==> src/rtl/inst_fetch_queue_if.sv <==
// inst_fetch_queue_if: redirect, decode dequeue and instruction SRAM signals of the fetch queue
interface inst_fetch_queue_if;
  logic        redirect;
  logic [31:0] redirect_pc;
  logic [1:0]  deq_num;
  logic        inst_sram_en;
  logic [31:0] inst_sram_addr;
  logic [63:0] inst_sram_rdata;
  logic        deq_valid1;
  logic        deq_valid2;
  logic [31:0] deq_inst1;
  logic [31:0] deq_inst2;
  logic [31:0] deq_pc1;
  logic [31:0] deq_pc2;
  modport master (
    input  redirect, redirect_pc, deq_num, inst_sram_rdata,
    output inst_sram_en, inst_sram_addr, deq_valid1, deq_valid2,
           deq_inst1, deq_inst2, deq_pc1, deq_pc2
  );
  modport slave (
    output redirect, redirect_pc, deq_num, inst_sram_rdata,
    input  inst_sram_en, inst_sram_addr, deq_valid1, deq_valid2,
           deq_inst1, deq_inst2, deq_pc1, deq_pc2
  );
endinterface

==> src/rtl/inst_fetch_queue.sv <==
// inst_fetch_queue: fetch PC sequencer, 64-bit SRAM unpacking and dual-output instruction queue
module inst_fetch_queue #(
  parameter int          DEPTH    = 8,
  parameter logic [31:0] RESET_PC = 32'hBFC0_0000
) (
  input logic               clk,
  input logic               rst,
  inst_fetch_queue_if.master bus
);
  localparam int AW = $clog2(DEPTH);
  localparam int CW = $clog2(DEPTH + 1);
  logic [31:0]   pc_fetch;
  logic [31:0]   resp_pc;
  logic          resp_v;
  logic [31:0]   q_inst [DEPTH];
  logic [31:0]   q_pc [DEPTH];
  logic [AW-1:0] head;
  logic [AW-1:0] tail;
  logic [CW-1:0] count;
  logic [1:0]    resp_words;
  logic          req;
  logic          enq;
  assign resp_words = resp_v ? (resp_pc[2] ? 2'd1 : 2'd2) : 2'd0;
  assign req = !rst && ((CW+1)'(count) + (CW+1)'(resp_words) <= (CW+1)'(DEPTH - 2));
  assign enq = !rst && !bus.redirect && resp_v;
  // control state: fetch PC, outstanding response tracking, queue pointers and occupancy
  always_ff @(posedge clk) begin
    if (rst) begin
      pc_fetch <= RESET_PC;
      resp_v   <= 1'b0;
      resp_pc  <= '0;
      head     <= '0;
      tail     <= '0;
      count    <= '0;
    end else if (bus.redirect) begin
      pc_fetch <= bus.redirect_pc & ~32'd3;
      resp_v   <= 1'b0;
      head     <= '0;
      tail     <= '0;
      count    <= '0;
    end else begin
      if (req) pc_fetch <= pc_fetch + (pc_fetch[2] ? 32'd4 : 32'd8);
      resp_v  <= req;
      resp_pc <= pc_fetch;
      tail    <= tail + AW'(resp_words);
      head    <= head + AW'(bus.deq_num);
      count   <= count + CW'(resp_words) - CW'(bus.deq_num);
    end
  end
  // queue storage: the upper word belongs to the lower address, so an odd-word response keeps only rdata[31:0]
  always_ff @(posedge clk) begin
    if (enq) begin
      q_inst[tail] <= resp_pc[2] ? bus.inst_sram_rdata[31:0] : bus.inst_sram_rdata[63:32];
      q_pc[tail]   <= resp_pc;
      if (!resp_pc[2]) begin
        q_inst[tail + AW'(1)] <= bus.inst_sram_rdata[31:0];
        q_pc[tail + AW'(1)]   <= resp_pc + 32'd4;
      end
    end
  end
  assign bus.inst_sram_en   = req;
  assign bus.inst_sram_addr = rst ? '0 : {pc_fetch[31:3], 3'b000};
  assign bus.deq_valid1     = !rst && count != '0;
  assign bus.deq_valid2     = !rst && count > CW'(1);
  assign bus.deq_inst1      = bus.deq_valid1 ? q_inst[head] : '0;
  assign bus.deq_pc1        = bus.deq_valid1 ? q_pc[head] : '0;
  assign bus.deq_inst2      = bus.deq_valid2 ? q_inst[head + AW'(1)] : '0;
  assign bus.deq_pc2        = bus.deq_valid2 ? q_pc[head + AW'(1)] : '0;
endmodule

==> src/flat_wrapper.sv <==
// flat-port wrapper written by rule: the top's interface ports become plain ports
module inst_fetch_queue_flat 
#(
  parameter int          DEPTH    = 8,
  parameter logic [31:0] RESET_PC = 32'hBFC0_0000
)
  (clk, rst, bus_redirect, bus_redirect_pc, bus_deq_num, bus_inst_sram_rdata, bus_inst_sram_en, bus_inst_sram_addr, bus_deq_valid1, bus_deq_valid2, bus_deq_inst1, bus_deq_inst2, bus_deq_pc1, bus_deq_pc2);
  inst_fetch_queue_if bus_i ();
  input logic clk;
  input logic rst;
  input wire logic [$bits(bus_i.redirect)-1:0] bus_redirect;
  input wire logic [$bits(bus_i.redirect_pc)-1:0] bus_redirect_pc;
  input wire logic [$bits(bus_i.deq_num)-1:0] bus_deq_num;
  input wire logic [$bits(bus_i.inst_sram_rdata)-1:0] bus_inst_sram_rdata;
  output wire logic [$bits(bus_i.inst_sram_en)-1:0] bus_inst_sram_en;
  output wire logic [$bits(bus_i.inst_sram_addr)-1:0] bus_inst_sram_addr;
  output wire logic [$bits(bus_i.deq_valid1)-1:0] bus_deq_valid1;
  output wire logic [$bits(bus_i.deq_valid2)-1:0] bus_deq_valid2;
  output wire logic [$bits(bus_i.deq_inst1)-1:0] bus_deq_inst1;
  output wire logic [$bits(bus_i.deq_inst2)-1:0] bus_deq_inst2;
  output wire logic [$bits(bus_i.deq_pc1)-1:0] bus_deq_pc1;
  output wire logic [$bits(bus_i.deq_pc2)-1:0] bus_deq_pc2;
  assign bus_i.redirect = bus_redirect;
  assign bus_i.redirect_pc = bus_redirect_pc;
  assign bus_i.deq_num = bus_deq_num;
  assign bus_i.inst_sram_rdata = bus_inst_sram_rdata;
  assign bus_inst_sram_en = bus_i.inst_sram_en;
  assign bus_inst_sram_addr = bus_i.inst_sram_addr;
  assign bus_deq_valid1 = bus_i.deq_valid1;
  assign bus_deq_valid2 = bus_i.deq_valid2;
  assign bus_deq_inst1 = bus_i.deq_inst1;
  assign bus_deq_inst2 = bus_i.deq_inst2;
  assign bus_deq_pc1 = bus_i.deq_pc1;
  assign bus_deq_pc2 = bus_i.deq_pc2;
  inst_fetch_queue #(.DEPTH(DEPTH), .RESET_PC(RESET_PC)) u_core (.clk(clk), .rst(rst), .bus(bus_i));
endmodule
==> config.mk <==
export PLATFORM = sky130hd
export DESIGN_NAME = inst_fetch_queue_flat
export DESIGN_NICKNAME = d
export VERILOG_FILES = /design/src/rtl/inst_fetch_queue_if.sv /design/src/rtl/inst_fetch_queue.sv /design/src/flat_wrapper.sv
export SDC_FILE = /design/constraint.sdc
export NUM_CORES = 1
export LEC_CHECK = 0
export ABC_AREA = 1
export ABC_CLOCK_PERIOD_IN_PS = 9500
export BUFFER_PORTS_ARGS = -buffer_cell sky130_fd_sc_hd__buf_2
export CAP_MARGIN = 10
export CORE_ASPECT_RATIO = 0.9
export CORE_MARGIN = 3
export CORE_UTILIZATION = 55
export CTS_CLUSTER_DIAMETER = 60
export DETAILED_ROUTE_END_ITERATION = 16
export GPL_ROUTABILITY_DRIVEN = 0
export HOLD_SLACK_MARGIN = 0.1
export PLACE_DENSITY = 0.77
export SYNTH_ARGS = -nofsm -noshare
export SYNTH_HDL_FRONTEND = slang
export SYNTH_SLANG_ARGS = --single-unit
==> constraint.sdc <==
create_clock -name clk -period 9.5 [get_ports clk]
set_input_delay 1.9 -clock clk [delete_from_list [all_inputs] [get_ports clk]]
set_output_delay 1.9 -clock clk [all_outputs]
set_load 0.03 [all_outputs]
# After elaboration in Yosys (flattened, before gate mapping)
# Memory sizes are Yosys's and may differ from the RTL's. A register that Yosys moved wholly into a read port is not among the register bits.
# Cells that the tools add are included.
# totals
register_bits	75
latch_bits	0
ram_bits	512
romBits	0
input_bits	101
output_inout_bits	163
word_cells	48
n_memories	2
# classes
n_addsub	9
n_mul	0
div_mod_pow	0
n_lt_le_gt_ge	2
eq_ne	0
n_shift	0
muxes	18
bitwise	0
n_reduce_logical	10
# mem_list
name	words	word_bits	read_ports	rd_ports_with_merged_regs	wr	line_no	source
u_core.q_inst	8	32	2	1	2	inst_fetch_queue.sv:15	logic [31:0] q_inst [DEPTH];
u_core.q_pc	8	32	2	1	2	inst_fetch_queue.sv:16	logic [31:0] q_pc [DEPTH];
# op_table
cell	n
2-to-1 mux 32 bit	8
adder 32 x 3 -> 32 bit, second input constant	1
adder 32 bit	1
adder 3 x 1 -> 3 bit, second input constant	2
adder 3 x 2 -> 3 bit	2
2-to-1 mux 3 bit	2
adder 4 x 2 -> 5 bit	1
less-or-equal comparator 5 x 3 -> 1 bit, second input constant	1
logical AND 1 bit	5
2-to-1 mux 1 bit	5
adder 4 x 2 -> 4 bit	1
> comparator 4 x 1 -> 1 bit, second input constant	1
2-to-1 mux 2 bit	2
2-to-1 mux 4 bit	1
nonzero test 4 bit	1
subtractor 4 x 2 -> 4 bit	1
zero test 1 bit	2
nonzero test 2 bit	1
OR reduction 2 bit	1

# Depth between registers and ports, before layout
# depth
ltp_word	7
mapped_depth	16
depth_no_buf	15

# Worst setup path before layout
# Ideal clock, no wire load.
# synth_path
path_type	input to register
start	input rst
end	memory u_core.q_inst[0][0], enable pin
setup_ns	0.652
arrival_time_ns	8.525
t_required_ns	8.848
setup_slack_ns	0.324
cell_stages	4
n_path_buf	1
path_cell_list	buf_4 nor2_8 nand2_1 o41ai_1
# synth_rtl
item	line_no	source
start: declaration	flat_wrapper.sv:10	input logic rst;
end: declaration	inst_fetch_queue.sv:15	

# Worst setup path in the final report
# layout_path
start	register u_core.head[0]
end	output bus_deq_pc2[20]
# layout_via
elab_chain_len	3
# layout_rtl
item	line_no	source
start: declaration	inst_fetch_queue.sv:17	logic [AW-1:0] head;
start signal: assignment	inst_fetch_queue.sv:46	head <= head + AW'(bus.deq_num);
adder 3 x 1 -> 3 bit	inst_fetch_queue.sv:68	assign bus.deq_pc2 = bus.deq_valid2 ? q_pc[head + AW'(1)] : '0;
memory (8 x 32 bit)	n/a	
2-to-1 mux 32 bit	inst_fetch_queue.sv:68	
end: declaration	flat_wrapper.sv:22	output wire logic [$bits(bus_i.deq_pc2)-1:0] bus_deq_pc2;
# No other way between the ends.

==> impl_metrics.json <==
{
  "status": "finished, final reports clean",
  "cp.required_ns": 7.60,
  "seqCellArea_um2": 16300,
  "antenna_found_initial": 2,
  "hold_depth": 2,
  "clockBufferDepth": 3,
  "tightest_slew_ns": 1.17,
  "setup_viol": 0,
  "coreArea_um2": 60000,
  "syn2layout_area_growth_pct": 7.30,
  "drive_gt1_frac": 0.138,
  "grt_max_degree": 311,
  "slew_viol_final": 0,
  "remaining_drc_errors": 0,
  "crit_arrival_ns": 4.93,
  "cts_resized": 0,
  "grt.total_usage": 0.317,
  "cts_hold_buf": 0,
  "synth_area_per_cell_um2": 8.10,
  "post_cts_buffers": 0,
  "numClockSinks": 567,
  "crit_fanout": 81,
  "final_common_cell": "o21ai_0",
  "synth.area.top_cells": "edfxtp_1, o21ai_0, nand2_1",
  "hold_path_class": "register to register",
  "fmax_mhz": 146,
  "routedWlPerCell_um": 21.5,
  "r2r_start": "u_core.resp_pc[2]$_SDFFE_PP0N_",
  "synth_seq_area_share": 0.487,
  "grt_setup_unrepaired": "no",
  "path_clk_slew_ns": 0.06,
  "root_buffer": "clkbuf_16",
  "clkLatencyLatePin_ns": 0.63,
  "grt_pass1_wl_um": 155000,
  "nFillCells": 5244,
  "synthesis.area_um2": 33500,
  "drtAntennaViolNets": 0,
  "ys_warn_count": 0,
  "crit_path_cell_trace": "ha_4, inv_4, buf_4, o21ai_0, o221a_1, nor3_1, buf_2",
  "io_buffer_count": 254,
  "final_cell_mix": "o21ai_0, nand2_1, nor2_1, edfxtp_1, buf_2",
  "ys_ff_latch": 567,
  "timing.rr.end": "u_core.q_pc[2][27]$_DFFE_PP_",
  "max-slew-margin-rel": 0.218,
  "start_kind": "register",
  "vias": 30300,
  "die_area_um2": 63900,
  "power.leakage_nw": 14.2,
  "detailed_place_hpwl_um": 57800,
  "peakVddDrop_mv": 0.138,
  "synth_cell_type_count": 49,
  "numCtsBuffers": 58,
  "synth_largest_area_cell": "edfxtp_1",
  "ioPinCount": 264,
  "endpoint_kind": "output pin",
  "worstHoldEndpoint": "u_core.resp_pc[31]$_SDFFE_PP0N_",
  "synth_top_area_frac": 0.445,
  "drtPass1Iterations": 6,
  "wirelength_um": 105000,
  "rrSetupSlack_ns": 5.36,
  "finish.utilization": 0.599,
  "fin_crit_sh": 0.719,
  "overflow": 0,
  "start_util": 0.558,
  "via_per_inst": 6.22,
  "worst-setup-path-type": "register to output pin",
  "fp-row-count": 85,
  "cts_tree": "built",
  "slowest_stage": "dfxtp_4",
  "drtIter0Drc": 4198,
  "multi_input_area_um2": 14500,
  "cts.htree.levels": 2,
  "synth_cells": 4135,
  "power-per-cell-area_nw_per_um2": 166,
  "hp-start": "u_core.pc_fetch[31]$_SDFFE_PP1P_",
  "period_minus_slack_ns": 6.83,
  "grt_pass1_vias": 27300,
  "nets": 4168,
  "finClkSkew_ns": 0.0175,
  "tns_ns": 0,
  "worstRegToRegCells": 11,
  "final_hold_viol_count": 0,
  "fp.dieW_um": 266,
  "crit_path_max_incr_delay_ns": 0.86,
  "die_h_um": 240,
  "cap_viol_max_count": 0
}
## metrics by stage
stage / hold slack (ns) / setup WS (ns) / power, mW / instance area, um^2 / std cells
after detailed placement: 0.498 / 2.80 / 3.84 / 34200 / 4771
after global routing: 0.554 / 2.63 / 6.17 / 35900 / 4878
after floorplan: 0.467 / 0.324 / 3.56 / 33500 / 4141
after global placement: 0.491 / 2.85 / 3.81 / 34200 / 4771
after CTS: 0.512 / 2.84 / 5.97 / 35900 / 4877
final: 0.511 / 2.67 / 5.97 / 35900 / 4878
## metal layers
metal	up-vias	wire, um	track usage
met3	304	13100	0.0539
met5	-	0	0
met4	0	4090	0.142
met2	1893	48100	0.506
met1	14100	39800	0.427
li1	14100	-	-
## flip-flops by register name (all words and copies together), names as in the netlist
name	count
u_core.count	4
u_core.head	3
u_core.q_inst	256
u_core.resp_v	1
u_core.pc_fetch	30
u_core.resp_pc	30
u_core.tail	3
u_core.q_pc	240
## worst max-delay path by stage
stage,slack (ns),to,start
2_1_floorplan,0.32,u_core.q_inst[0][0]$_DFFE_PP_,rst
3_3_place_gp,2.85,bus_deq_pc1[4],rst
3_5_place_dp,2.80,bus_deq_pc1[3],rst
4_1_cts,2.84,bus_deq_pc2[20],u_core.head[0]$_SDFF_PP0_
5_1_grt,2.63,bus_deq_pc2[20],u_core.head[0]$_SDFF_PP0_
6_report,2.67,bus_deq_pc2[20],u_core.head[0]$_SDFF_PP0_
## worst max-delay path, delay by kind of cell, from the launching register on
kind | cells | cell delay [ns]
flip-flops | 1 | 0.86
adder cells (fa/ha/maj) | 1 | 0.50
buffers and inverters | 3 | 1.79
AND/OR/NAND/NOR | 1 | 0.57
AO/OA/AOI/OAI | 2 | 0.53
## power by group
| group | switching (mW) | internal [mW] | total [mW] | leakage, nW |
|---|---|---|---|---|
| clock | 0.966 | 1.20 | 2.17 | 0.859 |
| combinational | 0.705 | 0.289 | 0.994 | 8.24 |
| sequential | 0.0549 | 2.75 | 2.81 | 5.10 |
| total | 1.73 | 4.24 | 5.97 | 14.2 |
## kinds of logic after synthesis
family          share of synthesized area
buf+inv                            0.0853
xor+xnor                          0.00684
other cells                      0.000112
simple gates                        0.187
fa+ha+maj                         0.00777
compound gates                      0.226
flops                               0.487
## cells in the mapped netlist (all sizes together)
library cell  instances
clkbuf              304
a211oi                7
a21oi               122
nand3                75
nand3b                2
nand2               713
dfxtp                71
buf                 146
o21ai               978
conb                  1
o221a               124
nor3                 72
nor4                  1
inv                 209
xnor2                 9
edfxtp              496
and2                  1
and3                  1
o21bai                1
a31oi                49
nand4                15
o22ai                14
xor2                 12
dlygate4sd1           1
nor2                665
ha                   16
o41ai                 2
a22oi                 1
fa                    3
o211ai               21
o21a                  1
clkinv                2
## final cells by class
class | instances | area share
sequential | 567 | 0.454
multi-input combinational | 2912 | 0.402
timing repair buffer | 298 | 0.0446
clock buffer | 76 | 0.0434
tap | 783 | 0.0273
inverter | 211 | 0.0230
clock inverter | 30 | 0.00522
antenna | 1 | 0.0000696
Note: power is estimated with default switching activity, not from simulation.
